**src/rtl/d5m_frame_tx.sv**
```systemverilog
// D5M-style frame generator: FVAL/LVAL timing plus test patterns.
// Advances one pixel position per i_tick; all outputs registered.
module d5m_frame_tx #(
  parameter int H_ACTIVE = 640,
  parameter int H_BLANK  = 160,
  parameter int V_ACTIVE = 480,
  parameter int V_BLANK  = 1000
) (
  input  logic        i_clk,
  input  logic        i_rst_n,
  input  logic        i_tick,
  input  logic        i_enable,
  input  logic [1:0]  i_mode,
  output logic        o_fval,
  output logic        o_lval,
  output logic [11:0] o_data,
  output logic        o_busy,
  output logic        o_frame_done,
  output logic [15:0] o_frame_cnt
);

  typedef enum logic [1:0] {
    S_IDLE, S_LINE, S_HBLANK, S_VBLANK
  } state_t;

  localparam logic [11:0] COL_LAST = 12'(H_ACTIVE - 1);
  localparam logic [11:0] ROW_LAST = 12'(V_ACTIVE - 1);
  localparam logic [15:0] HB_LAST  = 16'(H_BLANK - 1);
  localparam logic [15:0] VB_LAST  = 16'(V_BLANK - 1);

  state_t      r_state, w_next;
  logic [11:0] r_col, r_row, w_col, w_row;
  logic [15:0] r_bcnt, w_bcnt;
  logic [1:0]  r_mode, w_mode;
  logic        r_fval, r_lval, r_busy, r_done;
  logic [11:0] r_data;
  logic [15:0] r_frame_cnt;
  logic        w_fval, w_lval, w_done;
  logic [11:0] w_data;
  logic        w_line_end, w_hb_end, w_vb_end, w_last_row;

  assign w_line_end = (r_col == COL_LAST);
  assign w_hb_end   = (r_bcnt == HB_LAST);
  assign w_vb_end   = (r_bcnt == VB_LAST);
  assign w_last_row = (r_row == ROW_LAST);

  // State register: moves only on ticks
  always_ff @(posedge i_clk or negedge i_rst_n) begin
    if (!i_rst_n) r_state <= S_IDLE;
    else if (i_tick) r_state <= w_next;
  end

  // Next-state logic
  always_comb begin
    w_next = r_state;
    if (i_tick) begin
      unique case (r_state)
        S_IDLE:   if (i_enable) w_next = S_LINE;
        S_LINE:   if (w_line_end) w_next = S_HBLANK;
        S_HBLANK: if (w_hb_end)
                    w_next = w_last_row ? S_VBLANK : S_LINE;
        S_VBLANK: if (w_vb_end)
                    w_next = i_enable ? S_LINE : S_IDLE;
        default:  w_next = S_IDLE;
      endcase
    end
  end

  // Counter and latched-mode next values
  always_comb begin
    w_col  = r_col;
    w_row  = r_row;
    w_bcnt = r_bcnt;
    w_mode = r_mode;
    if (i_tick) begin
      unique case (r_state)
        S_IDLE: if (i_enable) begin
          w_col  = '0;
          w_row  = '0;
          w_mode = i_mode;
        end
        S_LINE: begin
          if (w_line_end) w_bcnt = '0;
          else w_col = r_col + 12'd1;
        end
        S_HBLANK: begin
          if (!w_hb_end) w_bcnt = r_bcnt + 16'd1;
          else if (w_last_row) w_bcnt = '0;
          else begin
            w_row = r_row + 12'd1;
            w_col = '0;
          end
        end
        S_VBLANK: begin
          if (!w_vb_end) w_bcnt = r_bcnt + 16'd1;
          else begin
            w_col  = '0;
            w_row  = '0;
            w_mode = i_mode;
          end
        end
        default: ;
      endcase
    end
  end

  // Output logic: values the output registers take next
  always_comb begin
    w_fval = (w_next == S_LINE) || (w_next == S_HBLANK);
    w_lval = (w_next == S_LINE);
    w_done = i_tick && (r_state == S_HBLANK) &&
             w_hb_end && w_last_row;
    w_data = '0;
    if (w_lval) begin
      unique case (w_mode)
        2'd0: w_data = w_col;
        2'd1: w_data = w_row;
        2'd2: w_data = (w_col[3] ^ w_row[3]) ? 12'hFFF : 12'h000;
        default: w_data = r_frame_cnt[11:0];
      endcase
    end
  end

  // Datapath and output registers
  always_ff @(posedge i_clk or negedge i_rst_n) begin
    if (!i_rst_n) begin
      r_col       <= '0;
      r_row       <= '0;
      r_bcnt      <= '0;
      r_mode      <= '0;
      r_fval      <= 1'b0;
      r_lval      <= 1'b0;
      r_data      <= '0;
      r_busy      <= 1'b0;
      r_done      <= 1'b0;
      r_frame_cnt <= '0;
    end else begin
      r_done <= w_done;
      if (w_done) r_frame_cnt <= r_frame_cnt + 16'd1;
      if (i_tick) begin
        r_col  <= w_col;
        r_row  <= w_row;
        r_bcnt <= w_bcnt;
        r_mode <= w_mode;
        r_fval <= w_fval;
        r_lval <= w_lval;
        r_data <= w_data;
        r_busy <= (w_next != S_IDLE);
      end
    end
  end

  assign o_fval       = r_fval;
  assign o_lval       = r_lval;
  assign o_data       = r_data;
  assign o_busy       = r_busy;
  assign o_frame_done = r_done;
  assign o_frame_cnt  = r_frame_cnt;

endmodule

```
**config.mk**
```make
export PLATFORM = sky130hd
export DESIGN_NAME = d5m_frame_tx
export DESIGN_NICKNAME = d
export VERILOG_FILES = /design/src/rtl/d5m_frame_tx.sv
export SDC_FILE = /design/constraint.sdc
export NUM_CORES = 1
export LEC_CHECK = 0
export ABC_AREA = 0
export CORE_UTILIZATION = 49
export CTS_CLUSTER_DIAMETER = 30
export DETAILED_ROUTE_END_ITERATION = 8
export HOLD_SLACK_MARGIN = 0.1
export PLACE_DENSITY = 0.72
export SYNTH_ARGS = -nofsm -noshare
export SYNTH_HDL_FRONTEND = slang
export SYNTH_SLANG_ARGS = --single-unit
export TNS_END_PERCENT = 5
```
**constraint.sdc**
```tcl
create_clock -name i_clk -period 3 [get_ports i_clk]
set_input_delay 0.6 -clock i_clk [delete_from_list [all_inputs] [get_ports i_clk]]
set_output_delay 0.6 -clock i_clk [all_outputs]
set_load 0.02 [all_outputs]
```
==> summary by stage, run 1 <==
Outcome
The run finished, with violations left. The final reports fail on setup timing.

Timing
The final count of negative-setup-slack endpoints is 4. The remaining max-slew budget at the tightest pin is 54.8%. Timing would allow up to 0.331 GHz. The number of pins with negative max-slew slack in the final report was 0. The worst path setup slack after routing is -0.0171 ns. The worst hold margin is 0.268 ns.

Setup total negative slack on the finished layout was measured at -0.0459 ns. The worst path uses 101% of the clock period. For the pin with the worst max-slew slack, the measured transition is 0.677 ns.

Setup repair after global routing could not meet its margin everywhere. Subtracting the final worst setup slack from the clock period gives 3.02 ns. The final-report hold violation count is 0. The worst setup skew after layout is 0.0135 ns.

Global routing
The remaining global-route overflow is 0. The number of antenna violations at the first check in global routing is 0. The wire length of the first global-routing pass is 19,600 um.

The number of global-route vias before repair was 3,945. Global routing consumed, over all layers together, 28.3% of the routing resources. The pin count of the biggest net entering global routing is 51.

Route
The detailed-route wire length is 12,500 um. After detailed routing, the number of vias per cell comes to 5.96. For this run, the detailed router's first-pass iteration total came to 5. The violation count after the first detailed-routing iteration is 229. In the final routed layout, each cell accounts on average for 18.0 um. The count of vias placed by the detailed router is 4,143. The number of DRC violations after detailed routing is 0.

The detail route stage leaves a number of antenna-violating nets equal to 0.

Clocking
The clock drives 76 sinks. The tree is rooted in a clkbuf_8. The number of hold buffers added after CTS was 0.

The insertion delay to the later sink of the worst-skew pair is 0.37 ns. The TritonCTS clock tree is yes. The buffer levels on the longest clock path is 2. The CTS buffer count is 9. The CTS H-tree depth is 3. The clock slew seen by the registers of the worst setup and hold paths is 0.09 ns.

Die
After floorplanning, the core was divided into 34 placement rows. The floorplan step set the die width to 96.3 um. The core region is 8680 um2. The height of the die is 96.3 um.

The top-level port count is 38. The area enclosed by the die boundary is 9270 um2. Once the floorplan was initialized, standard cells occupied 50.2% of the core.

Pwr
Total power for the finished layout comes to 3.53 mW. Net switching is 37.2% of the power. The power share of the clock group is 26.2%. The cell-internal power is 2.22 mW. In this run the power spent charging and discharging nets is 1.31 mW. VDD sags by at most 0.403 mV. The cell area power density is 623 nW/um2.

Combinational logic burns 38.9% of the power. The sequential share of power is 34.9%. The total leakage power is 2.53 nW.

Place
The HPWL after detailed placement is 9080 um. After detailed placement, the total cell area comes to 5320 um2. The number of instances in the placed design is 674. The routability congestion estimate from global placement is 0.918.

The count of buffers added on input and output ports is 37.

Synth
Yosys printed 0 warnings. Yosys attributes the largest share of cell area to dfrtp_1 44%, nand2_1 4.7%, nor2_1 4.2%. The top cell type's share of synthesized area is 43.7%. After technology mapping, the gate count stands at 476.

The synthesized net count is 492. The count of different cell masters after synthesis is 69. The per-instance average area after synthesis is 9.15 um2. Among all flip-flop cells after synthesis, the most frequent one is dfrtp_1. Of the synthesized area, sequential elements account for 43.7%. The synthesized design contains 0 enable-type register cells. Summed over all instances, the cell type with the most area after synthesis is dfrtp_1. The total standard cell area after synthesis is 4360 um2.

The share of async-settable or async-resettable flops after synthesis is 100%. The flip-flop and latch count after synthesis is 76.

Finish
The post-route cell area is 5670 um2. The number of fillers in the final layout is 704. The area occupied by multi-input gates is 2380 um2. The area occupied by registers is 1900 um2.

The final antenna diode count is 0. Relative to the synthesized area, the layout overhead comes to 30.1%. The number of non-filler instances in the completed layout is 695. The fraction of final layout cells with drive strength greater than 1 is 22.1%. For this run, the post-layout net count is 598.

Setup path
The data arrival time at the worst-slack endpoint is 3.29 ns. Data on the critical path is required at its endpoint by 3.27 ns. The critical setup path kind is reg2reg. The type of origin of the critical path is a register. The largest fanout on the critical path is 8. The number of cells on the worst reg-to-reg path is 13. The worst setup path is captured at a register.

Min path
The type of the most critical hold path is in2async.

Run
The total of max-cap violations is 0.
-- critical path, stage by stage, from the launching register on --
cell and delay [ns]:
dfrtp_1 0.38, or4bb_1 0.50, or4_4 0.57, and2_4 0.18, a21oi_2 0.14, nor2_1 0.07, a21oi_1 0.11, o21ai_1 0.09
inv_1 0.09, ha_1 0.16, and2_4 0.18, o31ai_4 0.07, buf_6 0.14, o32ai_2 0.25
-- final timing paths --
check | end | startpoint | slack, ns
setup / recovery | o_data[10] | r_bcnt[3] | -0.02
max in group asynchronous | r_col[7] | i_rst_n | 2.15
min in group i_clk | o_frame_cnt[15] | o_frame_cnt[15] | 0.48
hold / removal | r_bcnt[13] | i_rst_n | 0.27
setup reg to reg | o_data[10] | r_bcnt[3] | -0.02
hold reg to reg | o_frame_cnt[15] | o_frame_cnt[15] | 0.48
-- logic make-up (layout without fill, tap and decap cells) --
kind of cell             Yosys count  in the layout  synth area share [%]
AND/OR/NAND/NOR                  198            198                  23.0
AO/OA/AOI/OAI                    120            120                  19.6
adder cells (fa/ha/maj)           10             10                  2.87
buffers and inverters             38            149                  3.65
multiplexers                       6              6                  1.49
XOR/XNOR                          28             28                  5.80
flip-flops                        76             76                  43.7
-- per-layer routing --
layer | vias to the layer above | track usage, % | wire (um)
li1 | 1945 | - | -
met1 | 2027 | 37.7 | 5520
met2 | 152 | 46.7 | 6050
met3 | 19 | 3.87 | 665
met4 | 0 | 11.2 | 262
met5 | - | 0 | 0
-- stage by stage --
| step | utilization [%] | setup WS [ns] |
|---|---|---|
| floorplan | - | 0.0289 |
| global placement | 61.3 | -0.0430 |
| detailed placement | 61.3 | -0.130 |
| CTS | 64.7 | 0.000357 |
| global route | 65.3 | -0.131 |
| finish | 65.3 | -0.0171 |
-- final cells by class --
class / instances / area share, %
tap: 108 / 2.38
clock inverter: 7 / 1.90
timing repair buffer: 110 / 16.4
inverter: 23 / 1.52
multi-input combinational: 362 / 42.0
sequential: 76 / 33.5
clock buffer: 9 / 2.18
-- cells in the final DEF (no fill, tap or decap), types with 3 or more instances in the layout --
master / count
nand2_2: 3
o21ai_0: 25
clkdlybuf4s50_1: 36
o32ai_1: 4
mux2_2: 4
nand2_1: 53
a41oi_1: 5
a31oi_1: 5
a22oi_1: 6
a21oi_1: 22
o21ai_1: 3
nor2b_1: 7
nand4_1: 10
o22ai_1: 9
a221oi_1: 3
dfrtp_1: 76
nand2b_1: 6
o32ai_2: 3
and2_4: 3
clkbuf_8: 9
nand3_1: 24
nor4_1: 4
buf_4: 72
xnor2_1: 13
inv_1: 22
and3_1: 9
ha_1: 10
nor3_1: 6
xor2_1: 14
nor2_1: 49
or4_4: 3
or2_2: 3
a32oi_1: 3
o31ai_1: 3
-- Yosys cell counts (all sizes together) (3+ instances only) --
cell type	instances
and2	6
nor4	5
o21ai	29
nor2b	7
a22oi	6
inv	23
nor2	49
a21oi	24
dfrtp	76
nand3	24
a31oi	8
clkbuf	9
o31ai	4
ha	10
xnor2	14
o22ai	10
nand2	56
o32ai	7
and4	3
mux2	4
or2	3
nand4	10
nor3	10
a32oi	3
nand2b	6
a221oi	3
or4	3
and3	9
a41oi	5
xor2	14
buf	6
-- power groups by stage --
stage | Combinational, mW | Sequential [mW] | Clock [mW]
2_1_floorplan | 0.650 | 1.31 | 0
3_3_place_gp | 1.23 | 1.25 | 0
3_5_place_dp | 1.25 | 1.25 | 0
4_1_cts | 1.33 | 1.23 | 0.924
5_1_grt | 1.48 | 1.25 | 0.967
6_report | 1.37 | 1.23 | 0.924
-- flip-flops by register name (all words and copies together), names as in the netlist --
name          cells
o_frame_cnt      16
o_data           12
r_row            12
r_bcnt           16
r_state           2
r_mode            2
o_lval            1
r_col            12
o_frame_done      1
o_fval            1
o_busy            1
-- timing repair --
action                     CTS  global route
pin swaps                    2             4
gates resized for setup      9             9
setup endpoints to repair   13            15
gates cloned                 0             0
setup buffers                5             0
(Power assumes the default switching activity.)
==> inputs of run 2 (changes only) <==
--- a/config.mk
+++ b/config.mk
@@ -7,6 +7,7 @@
 export LEC_CHECK = 0
 export ABC_AREA = 0
 export CORE_UTILIZATION = 49
+export CTS_BUF_LIST = sky130_fd_sc_hd__clkbuf_8
 export CTS_CLUSTER_DIAMETER = 30
 export DETAILED_ROUTE_END_ITERATION = 8
 export HOLD_SLACK_MARGIN = 0.1
==> results of run 2 <==
Final layout, timing and power as in run 1 (identical DEF).
